### config.mk
export PLATFORM = sky130hd
export DESIGN_NAME = exec_stage_flat
export DESIGN_NICKNAME = d
export VERILOG_FILES = /design/src/rtl/exec_stage_if.sv /design/src/rtl/exec_stage.sv /design/src/flat_wrapper.sv
export SDC_FILE = /design/constraint.sdc
export NUM_CORES = 1
export LEC_CHECK = 0
export CAP_MARGIN = 20
export CORE_UTILIZATION = 53
export CTS_CLUSTER_DIAMETER = 30
export DETAILED_ROUTE_END_ITERATION = 7
export PLACE_DENSITY = 0.76
export SYNTH_ARGS = -nofsm -noshare
export SYNTH_HDL_FRONTEND = slang
export SYNTH_SLANG_ARGS = --single-unit
### constraint.sdc
create_clock -name clk -period 5.6 [get_ports clk]
set_clock_uncertainty 0.1 [all_clocks]
set_input_delay 0.56 -clock clk [delete_from_list [all_inputs] [get_ports clk]]
set_output_delay 0.56 -clock clk [all_outputs]
set_load 0.1 [all_outputs]
### src/rtl/exec_stage_if.sv
// Instruction handshake, register-stack read/write port and status flags of the execute stage.
// slave is the execute stage's view; master is the instruction source / register stack side.
interface exec_stage_if #(
  parameter int WORD_SIZE = 16,
  parameter int NIB_SIZE  = 4
);
  logic                 instr_valid;
  logic                 instr_ready;
  logic [2:0]           op;
  logic [NIB_SIZE-1:0]  dst;
  logic [NIB_SIZE-1:0]  src1;
  logic [NIB_SIZE-1:0]  src2;
  logic [WORD_SIZE-1:0] imm;
  logic [NIB_SIZE-1:0]  num1;
  logic [NIB_SIZE-1:0]  num2;
  logic                 get_clk;
  logic [WORD_SIZE-1:0] out1;
  logic [WORD_SIZE-1:0] out2;
  logic [NIB_SIZE-1:0]  setnum;
  logic [WORD_SIZE-1:0] setval;
  logic                 set_clk;
  logic                 done;
  logic                 zero_flag;
  logic                 carry_flag;

  modport slave (
    input  instr_valid, op, dst, src1, src2, imm, out1, out2,
    output instr_ready, num1, num2, get_clk, setnum, setval, set_clk, done, zero_flag, carry_flag
  );

  modport master (
    output instr_valid, op, dst, src1, src2, imm, out1, out2,
    input  instr_ready, num1, num2, get_clk, setnum, setval, set_clk, done, zero_flag, carry_flag
  );
endinterface

### src/rtl/exec_stage.sv
// Multi-cycle execute stage: register read, ALU or shift-add multiply, strobed write-back; all outputs registered.
// Latency 4 cycles (MUL 4+WORD_SIZE, NOP 2); instr_ready only in IDLE, so the source stalls while busy.
module exec_stage #(
  parameter int WORD_SIZE = 16,
  parameter int NIB_SIZE  = 4
) (
  input logic         clk,
  input logic         reset,
  exec_stage_if.slave bus
);
  localparam int            CW       = $clog2(WORD_SIZE + 1);
  localparam logic [CW-1:0] MUL_LAST = CW'(WORD_SIZE - 1);

  localparam logic [2:0] OP_ADD = 3'b000;
  localparam logic [2:0] OP_SUB = 3'b001;
  localparam logic [2:0] OP_AND = 3'b010;
  localparam logic [2:0] OP_OR  = 3'b011;
  localparam logic [2:0] OP_XOR = 3'b100;
  localparam logic [2:0] OP_LDI = 3'b101;
  localparam logic [2:0] OP_MUL = 3'b110;
  localparam logic [2:0] OP_NOP = 3'b111;

  typedef enum logic [2:0] {IDLE, READ, EXEC, MULT, WSETUP, WSTROBE} state_e;
  state_e state_q, state_d;

  logic [2:0]             op_q, op_d;
  logic [NIB_SIZE-1:0]    dst_q, dst_d;
  logic [NIB_SIZE-1:0]    num1_q, num1_d;
  logic [NIB_SIZE-1:0]    num2_q, num2_d;
  logic [NIB_SIZE-1:0]    setnum_q, setnum_d;
  logic [WORD_SIZE-1:0]   imm_q, imm_d;
  logic [WORD_SIZE-1:0]   a_q, a_d;
  logic [WORD_SIZE-1:0]   b_q, b_d;
  logic [WORD_SIZE-1:0]   setval_q, setval_d;
  logic [2*WORD_SIZE-1:0] prod_q, prod_d;
  logic [CW-1:0]          cnt_q, cnt_d;
  logic                   ready_q, ready_d;
  logic                   get_clk_q, get_clk_d;
  logic                   set_clk_q, set_clk_d;
  logic                   done_q, done_d;
  logic                   zero_q, zero_d;
  logic                   carry_q, carry_d;

  logic                   accept;
  logic [WORD_SIZE:0]     sum, diff, mul_add;
  logic [WORD_SIZE-1:0]   res;
  logic                   res_c;

  assign accept = bus.instr_valid && ready_q;

  always_ff @(posedge clk or posedge reset) begin
    if (reset) state_q <= IDLE;
    else       state_q <= state_d;
  end

  // MUL leaves MULT through EXEC so the product is committed on the same path as the ALU ops.
  always_comb begin
    state_d = state_q;
    case (state_q)
      IDLE:    if (accept) state_d = READ;
      READ:    state_d = (op_q == OP_MUL) ? MULT : EXEC;
      MULT:    if (cnt_q == MUL_LAST) state_d = EXEC;
      EXEC:    state_d = (op_q == OP_NOP) ? IDLE : WSETUP;
      WSETUP:  state_d = WSTROBE;
      WSTROBE: state_d = IDLE;
      default: state_d = IDLE;
    endcase
  end

  always_comb begin
    sum   = {1'b0, a_q} + {1'b0, b_q};
    diff  = {1'b0, a_q} - {1'b0, b_q};
    res   = '0;
    res_c = 1'b0;
    case (op_q)
      OP_ADD:  begin res = sum[WORD_SIZE-1:0];  res_c = sum[WORD_SIZE];  end
      OP_SUB:  begin res = diff[WORD_SIZE-1:0]; res_c = diff[WORD_SIZE]; end
      OP_AND:  res = a_q & b_q;
      OP_OR:   res = a_q | b_q;
      OP_XOR:  res = a_q ^ b_q;
      OP_LDI:  res = imm_q;
      OP_MUL:  begin res = prod_q[WORD_SIZE-1:0]; res_c = |prod_q[2*WORD_SIZE-1:WORD_SIZE]; end
      default: ;
    endcase
  end

  // Shift-add: high half accumulates A when the multiplier LSB (low half) is set, then the pair shifts right.
  assign mul_add = {1'b0, prod_q[2*WORD_SIZE-1:WORD_SIZE]} + {1'b0, (prod_q[0] ? a_q : '0)};

  always_comb begin
    op_d      = op_q;
    dst_d     = dst_q;
    imm_d     = imm_q;
    num1_d    = num1_q;
    num2_d    = num2_q;
    a_d       = a_q;
    b_d       = b_q;
    prod_d    = prod_q;
    cnt_d     = cnt_q;
    setnum_d  = setnum_q;
    setval_d  = setval_q;
    zero_d    = zero_q;
    carry_d   = carry_q;
    ready_d   = (state_d == IDLE);
    get_clk_d = (state_d == READ);
    set_clk_d = (state_d == WSTROBE);
    done_d    = (state_q != IDLE) && (state_d == IDLE);
    case (state_q)
      IDLE: if (accept) begin
        op_d   = bus.op;
        dst_d  = bus.dst;
        imm_d  = bus.imm;
        num1_d = bus.src1;
        num2_d = bus.src2;
      end
      READ: begin
        a_d    = bus.out1;
        b_d    = bus.out2;
        prod_d = {{WORD_SIZE{1'b0}}, bus.out2};
        cnt_d  = '0;
      end
      MULT: begin
        prod_d = {mul_add, prod_q[WORD_SIZE-1:1]};
        cnt_d  = cnt_q + CW'(1);
      end
      EXEC: if (op_q != OP_NOP) begin
        setnum_d = dst_q;
        setval_d = res;
        zero_d   = (res == '0);
        carry_d  = res_c;
      end
      default: ;
    endcase
  end

  always_ff @(posedge clk or posedge reset) begin
    if (reset) begin
      op_q      <= '0;
      dst_q     <= '0;
      imm_q     <= '0;
      num1_q    <= '0;
      num2_q    <= '0;
      a_q       <= '0;
      b_q       <= '0;
      prod_q    <= '0;
      cnt_q     <= '0;
      setnum_q  <= '0;
      setval_q  <= '0;
      zero_q    <= 1'b0;
      carry_q   <= 1'b0;
      ready_q   <= 1'b0;
      get_clk_q <= 1'b0;
      set_clk_q <= 1'b0;
      done_q    <= 1'b0;
    end else begin
      op_q      <= op_d;
      dst_q     <= dst_d;
      imm_q     <= imm_d;
      num1_q    <= num1_d;
      num2_q    <= num2_d;
      a_q       <= a_d;
      b_q       <= b_d;
      prod_q    <= prod_d;
      cnt_q     <= cnt_d;
      setnum_q  <= setnum_d;
      setval_q  <= setval_d;
      zero_q    <= zero_d;
      carry_q   <= carry_d;
      ready_q   <= ready_d;
      get_clk_q <= get_clk_d;
      set_clk_q <= set_clk_d;
      done_q    <= done_d;
    end
  end

  assign bus.instr_ready = ready_q;
  assign bus.num1        = num1_q;
  assign bus.num2        = num2_q;
  assign bus.get_clk     = get_clk_q;
  assign bus.setnum      = setnum_q;
  assign bus.setval      = setval_q;
  assign bus.set_clk     = set_clk_q;
  assign bus.done        = done_q;
  assign bus.zero_flag   = zero_q;
  assign bus.carry_flag  = carry_q;
endmodule

### src/flat_wrapper.sv
// flat-port wrapper written by rule: the top's interface ports become plain ports
module exec_stage_flat 
#(
  parameter int WORD_SIZE = 16,
  parameter int NIB_SIZE  = 4
)
  (clk, reset, bus_instr_valid, bus_op, bus_dst, bus_src1, bus_src2, bus_imm, bus_out1, bus_out2, bus_instr_ready, bus_num1, bus_num2, bus_get_clk, bus_setnum, bus_setval, bus_set_clk, bus_done, bus_zero_flag, bus_carry_flag);
  exec_stage_if #(.WORD_SIZE(WORD_SIZE), .NIB_SIZE(NIB_SIZE)) bus_i ();
  input logic clk;
  input logic reset;
  input wire logic [$bits(bus_i.instr_valid)-1:0] bus_instr_valid;
  input wire logic [$bits(bus_i.op)-1:0] bus_op;
  input wire logic [$bits(bus_i.dst)-1:0] bus_dst;
  input wire logic [$bits(bus_i.src1)-1:0] bus_src1;
  input wire logic [$bits(bus_i.src2)-1:0] bus_src2;
  input wire logic [$bits(bus_i.imm)-1:0] bus_imm;
  input wire logic [$bits(bus_i.out1)-1:0] bus_out1;
  input wire logic [$bits(bus_i.out2)-1:0] bus_out2;
  output wire logic [$bits(bus_i.instr_ready)-1:0] bus_instr_ready;
  output wire logic [$bits(bus_i.num1)-1:0] bus_num1;
  output wire logic [$bits(bus_i.num2)-1:0] bus_num2;
  output wire logic [$bits(bus_i.get_clk)-1:0] bus_get_clk;
  output wire logic [$bits(bus_i.setnum)-1:0] bus_setnum;
  output wire logic [$bits(bus_i.setval)-1:0] bus_setval;
  output wire logic [$bits(bus_i.set_clk)-1:0] bus_set_clk;
  output wire logic [$bits(bus_i.done)-1:0] bus_done;
  output wire logic [$bits(bus_i.zero_flag)-1:0] bus_zero_flag;
  output wire logic [$bits(bus_i.carry_flag)-1:0] bus_carry_flag;
  assign bus_i.instr_valid = bus_instr_valid;
  assign bus_i.op = bus_op;
  assign bus_i.dst = bus_dst;
  assign bus_i.src1 = bus_src1;
  assign bus_i.src2 = bus_src2;
  assign bus_i.imm = bus_imm;
  assign bus_i.out1 = bus_out1;
  assign bus_i.out2 = bus_out2;
  assign bus_instr_ready = bus_i.instr_ready;
  assign bus_num1 = bus_i.num1;
  assign bus_num2 = bus_i.num2;
  assign bus_get_clk = bus_i.get_clk;
  assign bus_setnum = bus_i.setnum;
  assign bus_setval = bus_i.setval;
  assign bus_set_clk = bus_i.set_clk;
  assign bus_done = bus_i.done;
  assign bus_zero_flag = bus_i.zero_flag;
  assign bus_carry_flag = bus_i.carry_flag;
  exec_stage #(.WORD_SIZE(WORD_SIZE), .NIB_SIZE(NIB_SIZE)) u_core (.clk(clk), .reset(reset), .bus(bus_i));
endmodule
== Word-level counts from Yosys, hierarchy flattened ==
Cells that the tools add are included.
Widths: inputs -> output; s select.

* Flip-flop bits (word level): 129
* Input port bits: 66
* Logic and storage cells: 61

* $add $sub $neg: 4
* Equality and inequality tests: 15
* Mux-type cells: 10
* Bitwise operators: 3
* Reductions and logical operators: 11

{| class="wikitable"
|+ Operators by type and width
! operator !! count
|-
| $pmux 16 s7 || 1
|-
| $pmux 32 s2 || 1
|-
| $add 16x16->17 || 2
|-
| $eq 3x3->1 const B || 6
|-
| $sub 16x16->17 || 1
|-
| $and 16x16->16 || 1
|-
| $logic_not 16->1 || 1
|-
| $mux 16 || 1
|-
| $or 16x16->16 || 1
|-
| $reduce_or 16->1 || 1
|-
| $xor 16x16->16 || 1
|-
| $pmux 3 s5 || 1
|-
| $eq 3x2->1 const B || 4
|-
| $pmux 5 s2 || 1
|-
| $eq 3x1->1 const B || 3
|-
| $logic_not 3->1 || 3
|-
| $mux 3 || 3
|-
| $add 5x1->5 const B || 1
|-
| $eq 5x4->1 const B || 1
|-
| $reduce_and 2->1 || 2
|-
| $ne 3x3->1 const B || 1
|-
| $pmux 1 s3 || 1
|-
| $reduce_bool 3->1 || 1
|-
| $logic_and 1x1->1 || 2
|-
| 2 further kinds || 2
|}

== Depth between registers and ports, before layout ==
* Depth after elaboration: 5
* Depth in mapped cells: 13
* Mapped depth without buffers: 13

== Least setup slack after synthesis ==
Ideal clock, no wire load.

* Path type: flip-flop to flip-flop
* Start: reg u_core.a_q[0]
* End: reg u_core.zero_q (netlist: u_core.bus.zero_flag)
* Arrival: 2840 ps
* Required time: 5423 ps
* Setup slack: 2584 ps
* Cell stages (with the launch flop): 14
* Path buffers: 0
* Clock period less this slack: 3016 ps
* Path through: dfrtp_1 -> inv_1 -> ha_1 -> inv_1 -> fa_1 -> nand2b_4 -> a2111oi_2 -> a2111o_1 -> nand4_1 -> nand3b_1 -> or4_1 -> a2111oi_0 -> nand4_1 -> o21ai_1

* Longest elaborated chain between the ends: 3

{| class="wikitable"
|+ RTL lines
! item !! RTL line !! RTL
|-
| start, declared || exec_stage.sv:32 || <nowiki>logic [WORD_SIZE-1:0] a_q, a_d;</nowiki>
|-
| start signal, assigned || exec_stage.sv:143 || <nowiki>a_q <= '0;</nowiki>
|-
| start signal, assigned || exec_stage.sv:161 || <nowiki>a_q <= a_d;</nowiki>
|-
| $sub 16x16->17, or another cell as far along || exec_stage.sv:72 || <nowiki>diff = {1'b0, a_q} - {1'b0, b_q};</nowiki>
|-
| $pmux 16 s7 (*) || exec_stage.sv:75 || <nowiki>case (op_q)</nowiki>
|-
| $logic_not 16->1 (*) || exec_stage.sv:129 || <nowiki>zero_d = (res == '0);</nowiki>
|-
| end signal, assigned || exec_stage.sv:167 || <nowiki>zero_q <= zero_d;</nowiki>
|-
| end, declared || exec_stage.sv:41 || <nowiki>logic zero_q, zero_d;</nowiki>
|}

Mark *: on every way between the ends. The rest lies on a longest branch, timed or not.
A chain may end at the register's enable or synchronous reset.

== Final worst setup path ==
Same ends and word-level chain as after synthesis.

==> metrics.txt <==
largest net degree at the start of global routing=71; DRC viols=0; Horiz. Die Dim=129 µm; Max Slew Vio Count=0; Worst Path Buf+Inv=2; DR vias=7,487; Fin Setup TNS=0 ps; top cell type's share of synthesized area=37.6%; first-pass GRT wire length=37.3 mm; Initial DRT Pass Iterations=7; Initial DRC Count=552; HP Class=input port to async pin; syn nets=1,137; Max stage delay on crit path=490 ps; slowest stage cell, crit path=or4_1; PostCTS Resize Cnt=0; final hold violation count=0; HPWL after detailed placement=16.5 mm; Critical Path AT=3750 ps; Hold-fix buffers, CTS=0; initial antenna violation count=0; clock sinks=129; vias in the first global route=7,111; grt ovf=0; fin crit share=62.7%; Clk Latency, worst-skew pair=420 ps; largest family of logic cells by synthesized area=compound AO/OA/AOI/OAI gates; ys flop type=dfrtp_1; Adder-Cell Fraction of Synth Area=10.5%; status=finished, final reports clean; Diodes inserted=0; total CTS buffers=17; post-synth cell types=83; maxcap violations=0; post-synthesis cell area=8590 µm²; cell breakdown of the critical path=inv_1 > ha_1 > inv_1 > fa_1 > nand2b_4 > a2111oi_2 > a2111o_1 > nand4_1 > nand3b_1 > or4_1 > a2111oi_0 > nand4_1 > o21ai_1; Setup Buffers After CTS=0; WL per Instance=17.7 µm; path type of the worst setup path=register to register; simple-gate share of the synthesized area=19.3%; achievable frequency=285 MHz; drt via density=5.76; gr usage total=29.1%; Mapped Cells=1,001; EDFF count, synth=0; Layout area overhead=18.9%; port bufs=99; Slew headroom=29.7%; RSZ-0062 raised after global routing=no; Synth Area in Compound Gates=19.5%; share of layout cells above drive strength 1=6.37%; fin crit period=3510 ps; core area=15,800 µm²; Synth Warn #=0; row cnt=46; Area contributors post-synth=dfrtp_1 (38%), ha_1 (9.8%), nand2_1 (9.0%), o21ai_0 (6.1%), mux2i_1 (2.6%); die height=129 µm; total routed wirelength=23.1 mm; Initial Util=54.2%; post-route ant nets=0; CP max FO=3; delay-heaviest family, CP=compound AO/OA/AOI/OAI gates; Setup violations, final=0; number of top-level pins=100; CP startpoint kind=register; die area=16,700 µm²; CTS tree=yes; Slew @ Worst Pin=1050 ps; Clock Tree Root=clkbuf_16; CP required=5840 ps; mux cell area share after synthesis=4.27%; CTS Buffer Depth=2; Synth Register Bits=129; Synth Area in XOR/XNOR=2.65%; Yosys top cell by area=dfrtp_1; clk slew on worst S/H paths=60 ps; H-tree depth=4; asr flop ratio synth=100%; Routability Congestion=0.993; Nets=1,208; CP endpoint kind=register; Mean Syn Cell Area=8.58 µm²; sequential fraction of the synthesis area=37.6%
==> cell families after synthesis <==
| kind of cell | Yosys count |
|---|---|
| fa+ha+maj | 70 |
| compound gates | 261 |
| mux | 34 |
| buf+inv | 115 |
| flops | 129 |
| simple gates | 366 |
| xor+xnor | 26 |
==> cell usage in the layout, fill, tap and decap left out, types with 4 or more instances in the layout <==
cell type	count
buf_4	6
nor2_1	54
a221oi_1	12
o22ai_1	4
and2_1	18
or3_1	6
o21ai_0	104
a2111oi_0	4
nand3_1	15
a21oi_1	43
nor3_1	14
o211ai_1	7
clkbuf_1	5
clkbuf_8	4
xnor2_1	15
ha_1	67
a21o_1	12
o31ai_1	6
nand4_1	4
mux2i_1	22
nand2_1	207
xor2_1	11
clkbuf_16	17
mux2_2	10
o21a_1	5
clkdlybuf4s50_1	99
o21ai_1	9
nor2b_1	8
a211oi_1	7
nand2b_1	6
nor4_1	9
a22o_1	4
dfrtp_1	129
inv_1	55
==> Yosys cell counts (7+ instances only) <==
cell,n
nand2_1,207
dfrtp_1,129
o21ai_0,104
ha_1,67
inv_1,56
nor2_1,55
a21oi_1,43
clkbuf_1,33
mux2i_1,22
and2_1,18
nand3_1,15
xnor2_1,15
nor3_1,14
a21o_1,12
a221oi_1,12
buf_6,11
xor2_1,11
mux2_2,10
nor4_1,9
o21ai_1,9
nor2b_1,8
a211oi_1,7
buf_2,7
nand2b_1,7
o211ai_1,7
==> registers in the layout, indices dropped and copies added, names as in the netlist, 4 cells and up <==
register	cells
u_core.bus.setval	16
u_core.b_q	16
u_core.imm_q	16
u_core.a_q	16
u_core.cnt_q	5
u_core.bus.num2	4
u_core.dst_q	4
u_core.prod_q	32
u_core.bus.setnum	4
u_core.bus.num1	4
==> path summary, 6_finish.rpt <==
path	startpoint	end	slack [ps]	depth (start not counted)
min in group clk	u_core.imm_q[0]	u_core.imm_q[0]	360	2
worst min register to register	u_core.imm_q[0]	u_core.imm_q[0]	360	2
max in group asynchronous	reset	u_core.b_q[11]	4080	3
worst max register to register	u_core.a_q[0]	u_core.bus.zero_flag	2090	13
worst max-delay path	u_core.a_q[0]	u_core.bus.zero_flag	2090	13
worst min-delay path	reset	u_core.bus.num2[2]	250	2
==> layout make-up <==
| class | instances | area (µm²) |
|---|---|---|
| clock buffers | 26 | 499 |
| clock inverters | 5 | 52.6 |
| fillers | 1317 | 5620 |
| inverters | 59 | 224 |
| flip-flops and latches | 129 | 3230 |
| multi-input cells | 757 | 4830 |
| well taps | 216 | 270 |
| repair buffers | 108 | 1110 |
==> through the flow <==
step	instance area [µm²]	utilization, %	hold WS (ps)	cells	worst slack [ps]
global route	10200	64.5	255	1300	1900
global placement	9590	60.6	354	1266	2080
finish	10200	64.5	246	1300	2090
floorplan	8590	-	340	1001	1500
CTS	10200	64.2	238	1298	1980
detailed placement	9610	60.7	359	1267	1980
==> metal layers <==
metal,up-vias,global-route usage (%),share of wire (%)
li1,3614,-,-
met1,3557,38.3,44
met2,260,46.6,47
met3,56,4.21,5.0
met4,0,15.2,4.1
met5,-,0,0
Power is left out: the tool's default activity adds up to more than one toggle a clock period on the data nets, which glitch-free logic cannot reach.
